===== src/rtl/cache_pkg.sv =====
// Shared widths, FSM state encodings and address-split helpers for the
// direct-mapped write-back word cache controller.
package cache_pkg;

   localparam int ADDR_W   = 32;
   localparam int OFFSET_W = 2;
   localparam int IDX_W    = 5;
   localparam int DATA_W   = 32;
   localparam int TAG_W    = ADDR_W - IDX_W - OFFSET_W;
   localparam int LINES    = 2 ** IDX_W;

   typedef logic [1:0] state_t;

   localparam state_t IDLE      = 2'd0;
   localparam state_t COMPARE   = 2'd1;
   localparam state_t WRITEBACK = 2'd2;
   localparam state_t ALLOCATE  = 2'd3;

   function automatic logic [IDX_W-1:0] addr_idx(input logic [ADDR_W-1:0] addr);
      return addr[OFFSET_W+IDX_W-1:OFFSET_W];
   endfunction

   function automatic logic [TAG_W-1:0] addr_tag(input logic [ADDR_W-1:0] addr);
      return addr[ADDR_W-1:OFFSET_W+IDX_W];
   endfunction

endpackage


===== src/rtl/cache_tag_memory.sv =====
// Tag, valid and dirty arrays for the cache lines: combinational read,
// synchronous write, valid/dirty bits cleared by the asynchronous reset.
module cache_tag_memory
   import cache_pkg::*;
(
   input  logic             clk,
   input  logic             rst_n,
   input  logic [IDX_W-1:0] idx,
   output logic [TAG_W-1:0] tag,
   output logic             valid,
   output logic             dirty,
   input  logic             fill,
   input  logic [TAG_W-1:0] fill_tag,
   input  logic             set_dirty
);

   logic [TAG_W-1:0] tag_r [LINES];
   logic [LINES-1:0] valid_r;
   logic [LINES-1:0] dirty_r;

   assign tag   = tag_r[idx];
   assign valid = valid_r[idx];
   assign dirty = dirty_r[idx];

   // A fill installs a clean line; a store hit marks it dirty.
   always_ff @(posedge clk or negedge rst_n) begin
      if (!rst_n) begin
         valid_r <= '0;
         dirty_r <= '0;
      end else if (fill) begin
         valid_r[idx] <= 1'b1;
         dirty_r[idx] <= 1'b0;
      end else if (set_dirty) begin
         dirty_r[idx] <= 1'b1;
      end
   end

   // Tags are only meaningful behind a valid bit, so they carry no reset.
   always_ff @(posedge clk) begin
      if (fill) begin
         tag_r[idx] <= fill_tag;
      end
   end

endmodule


===== src/rtl/cache_controller.sv =====
// Write-back, write-allocate controller for a direct-mapped word cache.
// Optional hit/miss counters are built when CACHE_CTRL_STATS_EN is defined.
module cache_controller
   import cache_pkg::*;
(
   input  logic              iCLK,
   input  logic              iRST_N,
   input  logic              cpu_req,
   input  logic              cpu_we,
   input  logic [ADDR_W-1:0] cpu_addr,
   input  logic [DATA_W-1:0] cpu_wdata,
   output logic [DATA_W-1:0] cpu_rdata,
   output logic              cpu_ready,
   output logic              mem_req,
   output logic              mem_we,
   output logic [ADDR_W-1:0] mem_addr,
   output logic [DATA_W-1:0] mem_wdata,
   input  logic [DATA_W-1:0] mem_rdata,
   input  logic              mem_ack,
   output logic              dm_we,
   output logic [IDX_W-1:0]  dm_idx,
   output logic [DATA_W-1:0] dm_wdata,
   input  logic [DATA_W-1:0] dm_rdata
`ifdef CACHE_CTRL_STATS_EN
   ,
   output logic [31:0]       hit_cnt,
   output logic [31:0]       miss_cnt
`endif
);

   state_t            state_r;
   state_t            next_s;
   logic [IDX_W-1:0]  idx_r;
   logic [TAG_W-1:0]  tag_r;
   logic              we_r;
   logic [DATA_W-1:0] wdata_r;
   logic [TAG_W-1:0]  line_tag_s;
   logic              line_valid_s;
   logic              line_dirty_s;
   logic              hit_s;

   cache_tag_memory u_tags (
      .clk       (iCLK),
      .rst_n     (iRST_N),
      .idx       (idx_r),
      .tag       (line_tag_s),
      .valid     (line_valid_s),
      .dirty     (line_dirty_s),
      .fill      ((state_r == ALLOCATE) && mem_ack),
      .fill_tag  (tag_r),
      .set_dirty ((state_r == COMPARE) && hit_s && we_r)
   );

   assign hit_s = line_valid_s && (line_tag_s == tag_r);

   // Next-state selection; mem_ack only matters while a transfer is open.
   always_comb begin
      next_s = state_r;
      case (state_r)
         IDLE:      if (cpu_req) next_s = COMPARE;  else next_s = IDLE;
         COMPARE:   if (hit_s) next_s = IDLE;
                    else if (line_dirty_s) next_s = WRITEBACK;
                    else next_s = ALLOCATE;
         WRITEBACK: if (mem_ack) next_s = ALLOCATE; else next_s = WRITEBACK;
         ALLOCATE:  if (mem_ack) next_s = COMPARE;  else next_s = ALLOCATE;
         default:   next_s = IDLE;
      endcase
   end

   // Data-memory port: fill data on ALLOCATE completion, store data on a hit.
   always_comb begin
      dm_we    = 1'b0;
      dm_wdata = wdata_r;
      if (state_r == IDLE) begin
         dm_idx = addr_idx(cpu_addr);
      end else begin
         dm_idx = idx_r;
      end
      if (state_r == ALLOCATE) begin
         dm_we    = mem_ack;
         dm_wdata = mem_rdata;
      end else if (state_r == COMPARE) begin
         dm_we    = hit_s && we_r;
         dm_wdata = wdata_r;
      end else begin
         dm_we    = 1'b0;
         dm_wdata = wdata_r;
      end
   end

   // FSM, request latch and registered CPU/memory-bus outputs.
   always_ff @(posedge iCLK or negedge iRST_N) begin
      if (!iRST_N) begin
         state_r   <= IDLE;
         idx_r     <= '0;
         tag_r     <= '0;
         we_r      <= 1'b0;
         wdata_r   <= '0;
         cpu_ready <= 1'b0;
         cpu_rdata <= '0;
         mem_req   <= 1'b0;
         mem_we    <= 1'b0;
         mem_addr  <= '0;
         mem_wdata <= '0;
      end else begin
         state_r   <= next_s;
         cpu_ready <= (state_r == COMPARE) && hit_s;
         mem_req   <= (next_s == WRITEBACK) || (next_s == ALLOCATE);
         mem_we    <= (next_s == WRITEBACK);
         if ((state_r == IDLE) && cpu_req) begin
            idx_r   <= addr_idx(cpu_addr);
            tag_r   <= addr_tag(cpu_addr);
            we_r    <= cpu_we;
            wdata_r <= cpu_wdata;
         end
         if ((state_r == COMPARE) && hit_s && !we_r) begin
            cpu_rdata <= dm_rdata;
         end
         // Victim address/data are captured while dm_rdata still shows the old line.
         if ((state_r == COMPARE) && !hit_s) begin
            if (line_dirty_s) begin
               mem_addr  <= {line_tag_s, idx_r, {OFFSET_W{1'b0}}};
               mem_wdata <= dm_rdata;
            end else begin
               mem_addr  <= {tag_r, idx_r, {OFFSET_W{1'b0}}};
            end
         end else if ((state_r == WRITEBACK) && mem_ack) begin
            mem_addr <= {tag_r, idx_r, {OFFSET_W{1'b0}}};
         end
      end
   end

`ifdef CACHE_CTRL_STATS_EN
   logic replay_r;

   // Replayed COMPARE after a fill is excluded from both counters.
   always_ff @(posedge iCLK or negedge iRST_N) begin
      if (!iRST_N) begin
         hit_cnt  <= 32'd0;
         miss_cnt <= 32'd0;
         replay_r <= 1'b0;
      end else begin
         if ((state_r == ALLOCATE) && mem_ack) begin
            replay_r <= 1'b1;
         end else if (state_r == COMPARE) begin
            replay_r <= 1'b0;
         end
         if (state_r == COMPARE) begin
            if (hit_s) begin
               if (!replay_r) hit_cnt <= hit_cnt + 32'd1;
            end else begin
               miss_cnt <= miss_cnt + 32'd1;
            end
         end
      end
   end
`endif

endmodule


===== config.mk =====
export PLATFORM = sky130hd
export DESIGN_NAME = cache_controller
export DESIGN_NICKNAME = d
export VERILOG_FILES = /design/src/rtl/cache_pkg.sv /design/src/rtl/cache_tag_memory.sv /design/src/rtl/cache_controller.sv
export SDC_FILE = /design/constraint.sdc
export NUM_CORES = 1
export LEC_CHECK = 0
export CORE_MARGIN = 3
export CORE_UTILIZATION = 38
export CTS_CLUSTER_DIAMETER = 50
export DETAILED_ROUTE_END_ITERATION = 6
export GPL_ROUTABILITY_DRIVEN = 0
export PLACE_DENSITY_LB_ADDON = 0.2
export SLEW_MARGIN = 40
export SYNTH_ARGS = -nofsm -noshare
export SYNTH_HDL_FRONTEND = slang
export SYNTH_SLANG_ARGS = --single-unit

===== constraint.sdc =====
create_clock -name iCLK -period 4.5 [get_ports iCLK]
set_input_delay 0.675 -clock iCLK [delete_from_list [all_inputs] [get_ports iCLK]]
set_output_delay 0.675 -clock iCLK [all_outputs]
set_load 0.005 [all_outputs]

==> impl_results.md <==
* Worst slew pin tran at 0.755 ns
* Cell taking the most area after synthesis: edfxtp_1
* Slew Viols, Final at 0
* Number of port buffers at 265
* Clock Pin Slew Worst Setup and Hold Paths at 0.06 ns
* Initial core utilization at 38.6%
* RSZ-0062 raised after global routing: true
* Grt ovf at 0
* Nets at 3174
* Sequential power share at 44.5%
* Post-synth EDFFs at 800
* Post-synth top flop: edfxtp_1
* Max Clock Freq at 205 MHz
* I/O pins at 270
* Largest net degree at the start of global routing at 84
* DIE WIDTH at 335 µm
* Fin cells at 4536
* P_leak at 0.0190 µW
* Clock power frac at 36.7%
* Gate Count Post-Synth at 2492
* Worst skew pair latency at 0.70 ns
* Hold Crit Class: register to register
* Share of the synthesized area in the top cell type at 58.5%
* Crit path launch: idx_r[1]$_DFFE_PN0P_
* Violated checks: negative setup slack
* Post-synth cell types at 44
* Core area at 106000 µm²
* DIE HEIGHT at 335 µm
* Vias per inst at 5.64
* Switching Share at 26.5%
* DR WL/cell at 29.4 µm
* WP data required at 3.83 ns
* Layout cell share with drive strength beyond 1 at 25.8%
* Via count at 25600
* Startpoint type of the worst setup path: register
* Global-route usage over all layers at 23.5%
* Synth Register Bits at 1026
* CP arrival at 4.21 ns
* Comb pwr share at 18.8%
* Final HPWL DP at 80400 µm
* Wirelength, routed at 133000 µm
* FP Rows at 119
* Worst reg2reg startpoint: idx_r[1]$_DFFE_PN0P_
* Min Hold Slack at 0.461 ns
* H-tree Lvls at 3
* Maximum clock path buffer count at 3
* FFs w/ async S/R, synth at 22.0%
* Sequential cell area at 29700 µm²
* Synth Warn # at 0
* Final Cycle Share at 109%
* Multi-input logic area at 10800 µm²
* CTS root buffer: clkbuf_16
* Drt initial violations at 2585
* Num CTS Buffers at 118
* Placed cell count at 4260
* DRC at 0
* Status: complete, but fails checks
* DRT Pass-1 Iters at 5
* Die Footprint at 112000 µm²
* Final hold vios at 0
* Maximum fanout along the worst path at 13
* CTS tree: done
* Vias in the first global route at 25900
* Layout area overhead at 28.9%
* Worst Skew at 0.0258 ns
* First-pass GRT wire length at 188000 µm
* Int Pwr at 19300 µW
* Avg Inst Size Synth at 16.5 µm²
* Initial antenna violation count at 7
* Switch Pwr at 6980 µW
* Maxcap violations at 0
* Setup violations, final at 40
* Mapped cell area at 41100 µm²
* Final worst slack at -0.388 ns
* Hold Path Origin: u_tags.valid_r[6]$_DFFE_PN0P_
* Critical Path End Type: output port
* FF-to-FF setup slack at -0.16 ns
* Pwr per Cell Area at 497 nW/µm²
* Rel. slew slack at 49.7%
* Min Tclk post-route at 4.89 ns
* Crit Path Class: register to output port
* ANT cells at 0
* Maximum vdd ir drop at 346 µV
* Sequential fraction of the synthesis area at 72.2%
* Post-DRT Antenna Nets at 0
* Fillers at 8901
* Clock sink count at 1026
* Synth top area cells: edfxtp_1 58%, dfrtp_1 14%, mux2i_1 9.7%
==> sequential cells by signal, indices dropped and copies added (netlist names), 5 cells and up, named ones only <==
| signal | cells |
|---|---|
| idx_r | 5 |
| u_tags.valid_r | 32 |
| cpu_rdata | 32 |
| wdata_r | 32 |
| tag_r | 25 |
| u_tags.tag_r | 800 |
| mem_wdata | 32 |
| mem_addr | 30 |
==> routing by layer <==
layer | track usage [%] | vias up | wire length [µm]
met3 | 6.58 | 280 | 12900
met5 | 0 | - | 44
met4 | 8.39 | 6 | 5310
met1 | 31.7 | 13100 | 54800
li1 | - | 10900 | -
met2 | 36.3 | 1285 | 60300
==> critical path, cell delays in order, from the launching register on <==
cell	delay (ns)
dfrtp_4	0.49
buf_12	0.16
buf_16	0.17
buf_16	0.18
buf_12	0.16
mux2i_1	0.11
o22ai_1	0.21
nor4_2	0.09
buf_4	0.14
and3_1	0.16
or4_4	0.54
nor4_4	0.34
nand4_4	0.21
nor3_4	0.25
or2_4	0.16
buf_6	0.10
==> worst paths after layout <==
path | end | cells after the start
setup / recovery | dm_we | 15
hold / removal | u_tags.valid_r[6]$_DFFE_PN0P_ | 1
setup reg to reg | cpu_rdata[0]$_DFFE_PN0P_ | 17
hold reg to reg | u_tags.valid_r[6]$_DFFE_PN0P_ | 1
max in group asynchronous | tag_r[18]$_DFFE_PN0P_ | 3
min in group asynchronous | mem_wdata[25]$_DFFE_PN0P_ | 2
==> power by group through the flow <==
stage	Combinational [µW]	Clock, µW	Sequential [µW]
6_report	4950	9660	11700
5_1_grt	5220	10200	11800
4_1_cts	4800	9820	11700
3_5_place_dp	4340	0	11900
3_3_place_gp	4290	0	11900
2_1_floorplan	2060	0	11900
==> repair_timing <==
item | 4_1_cts | 5_1_grt
endpoints found under the setup margin | 65 | 65
gates resized for setup | 97 | 34
pin swaps | 36 | 15
gates cloned | 10 | 1
buffers inserted | 27 | 15
endpoints found under the hold margin | 76 | 0
hold buffers | 1 | 0
==> synth_stat cells (all sizes together) (2+ instances only) <==
| master | instances |
|---|---|
| edfxtp | 800 |
| mux2i | 400 |
| dfrtp | 226 |
| o22ai | 225 |
| mux2 | 154 |
| buf | 100 |
| nand2 | 76 |
| inv | 73 |
| clkbuf | 55 |
| and3 | 41 |
| o21ai | 35 |
| nand2b | 33 |
| a22o | 32 |
| or4 | 30 |
| a21oi | 29 |
| nor4 | 26 |
| nor2 | 22 |
| o221ai | 20 |
| mux4 | 16 |
| or3 | 15 |
| nand3 | 12 |
| nand4 | 11 |
| a21o | 8 |
| a22oi | 8 |
| and2 | 8 |
| nand4bb | 6 |
| nor2b | 6 |
| xor2 | 6 |
| nand4b | 4 |
| or4b | 4 |
| nor3 | 3 |
| and4 | 2 |
| nand3b | 2 |
==> cells in the final DEF (no fill, tap or decap), drive strengths merged, types with 2 or more instances in the layout <==
master	synthesis	layout
edfxtp	800	800
mux2i	400	400
buf	100	314
clkdlybuf4s50	0	263
dfrtp	226	226
o22ai	225	225
clkbuf	55	164
mux2	154	154
inv	73	89
nand2	76	76
and3	41	41
o21ai	35	35
nand2b	33	33
a22o	32	32
clkinv	0	32
or4	30	30
a21oi	29	29
nor4	26	26
nor2	22	22
o221ai	20	20
mux4	16	16
or3	15	15
nand3	12	12
nand4	11	11
a22oi	8	8
a21o	8	8
bufinv	0	8
and2	8	8
nor2b	6	6
clkinvlp	0	6
nand4bb	6	6
xor2	6	6
nand4b	4	4
or4b	4	4
bufbuf	0	3
nor3	3	3
and4	2	2
nand3b	2	2
conb	1	2
==> final cells by class <==
cell class                      count  share of cell area (%)
Tap cell                         1391                    3.29
Timing Repair Buffer              583                    12.2
Multi-Input combinational cell   1239                    20.4
Clock inverter                     62                    1.13
Clock buffer                      162                    6.39
Sequential cell                  1026                    56.1
Inverter                           73                   0.517
==> per-stage QoR <==
step | instance area (µm²) | TNS [ns] | setup WS, ns | total power (µW) | util (%)
after detailed placement | 47700 | -15.47 | -0.524 | 16200 | 44.9
after global routing | 53000 | -9.48 | -0.497 | 27200 | 49.8
after CTS | 52600 | -2.46 | -0.421 | 26300 | 49.5
final | 53000 | -4.61 | -0.388 | 26300 | 49.8
after global placement | 47700 | -9.42 | -0.439 | 16100 | 44.9
after floorplan | 41100 | 0 | 0.475 | 13900 | -
==> logic make-up after synthesis <==
kind of cell | after synthesis | synth area share, %
AOI/OAI and AO/OA | 358 | 5.62
xor gates and xnor gates | 6 | 0.128
buffers and inverters | 228 | 2.59
DFF | 1026 | 72.2
muxes | 570 | 15.1
other | 1 | 0.00913
and+or+nand+nor | 303 | 4.30
Power figures use the tool's default switching activity.
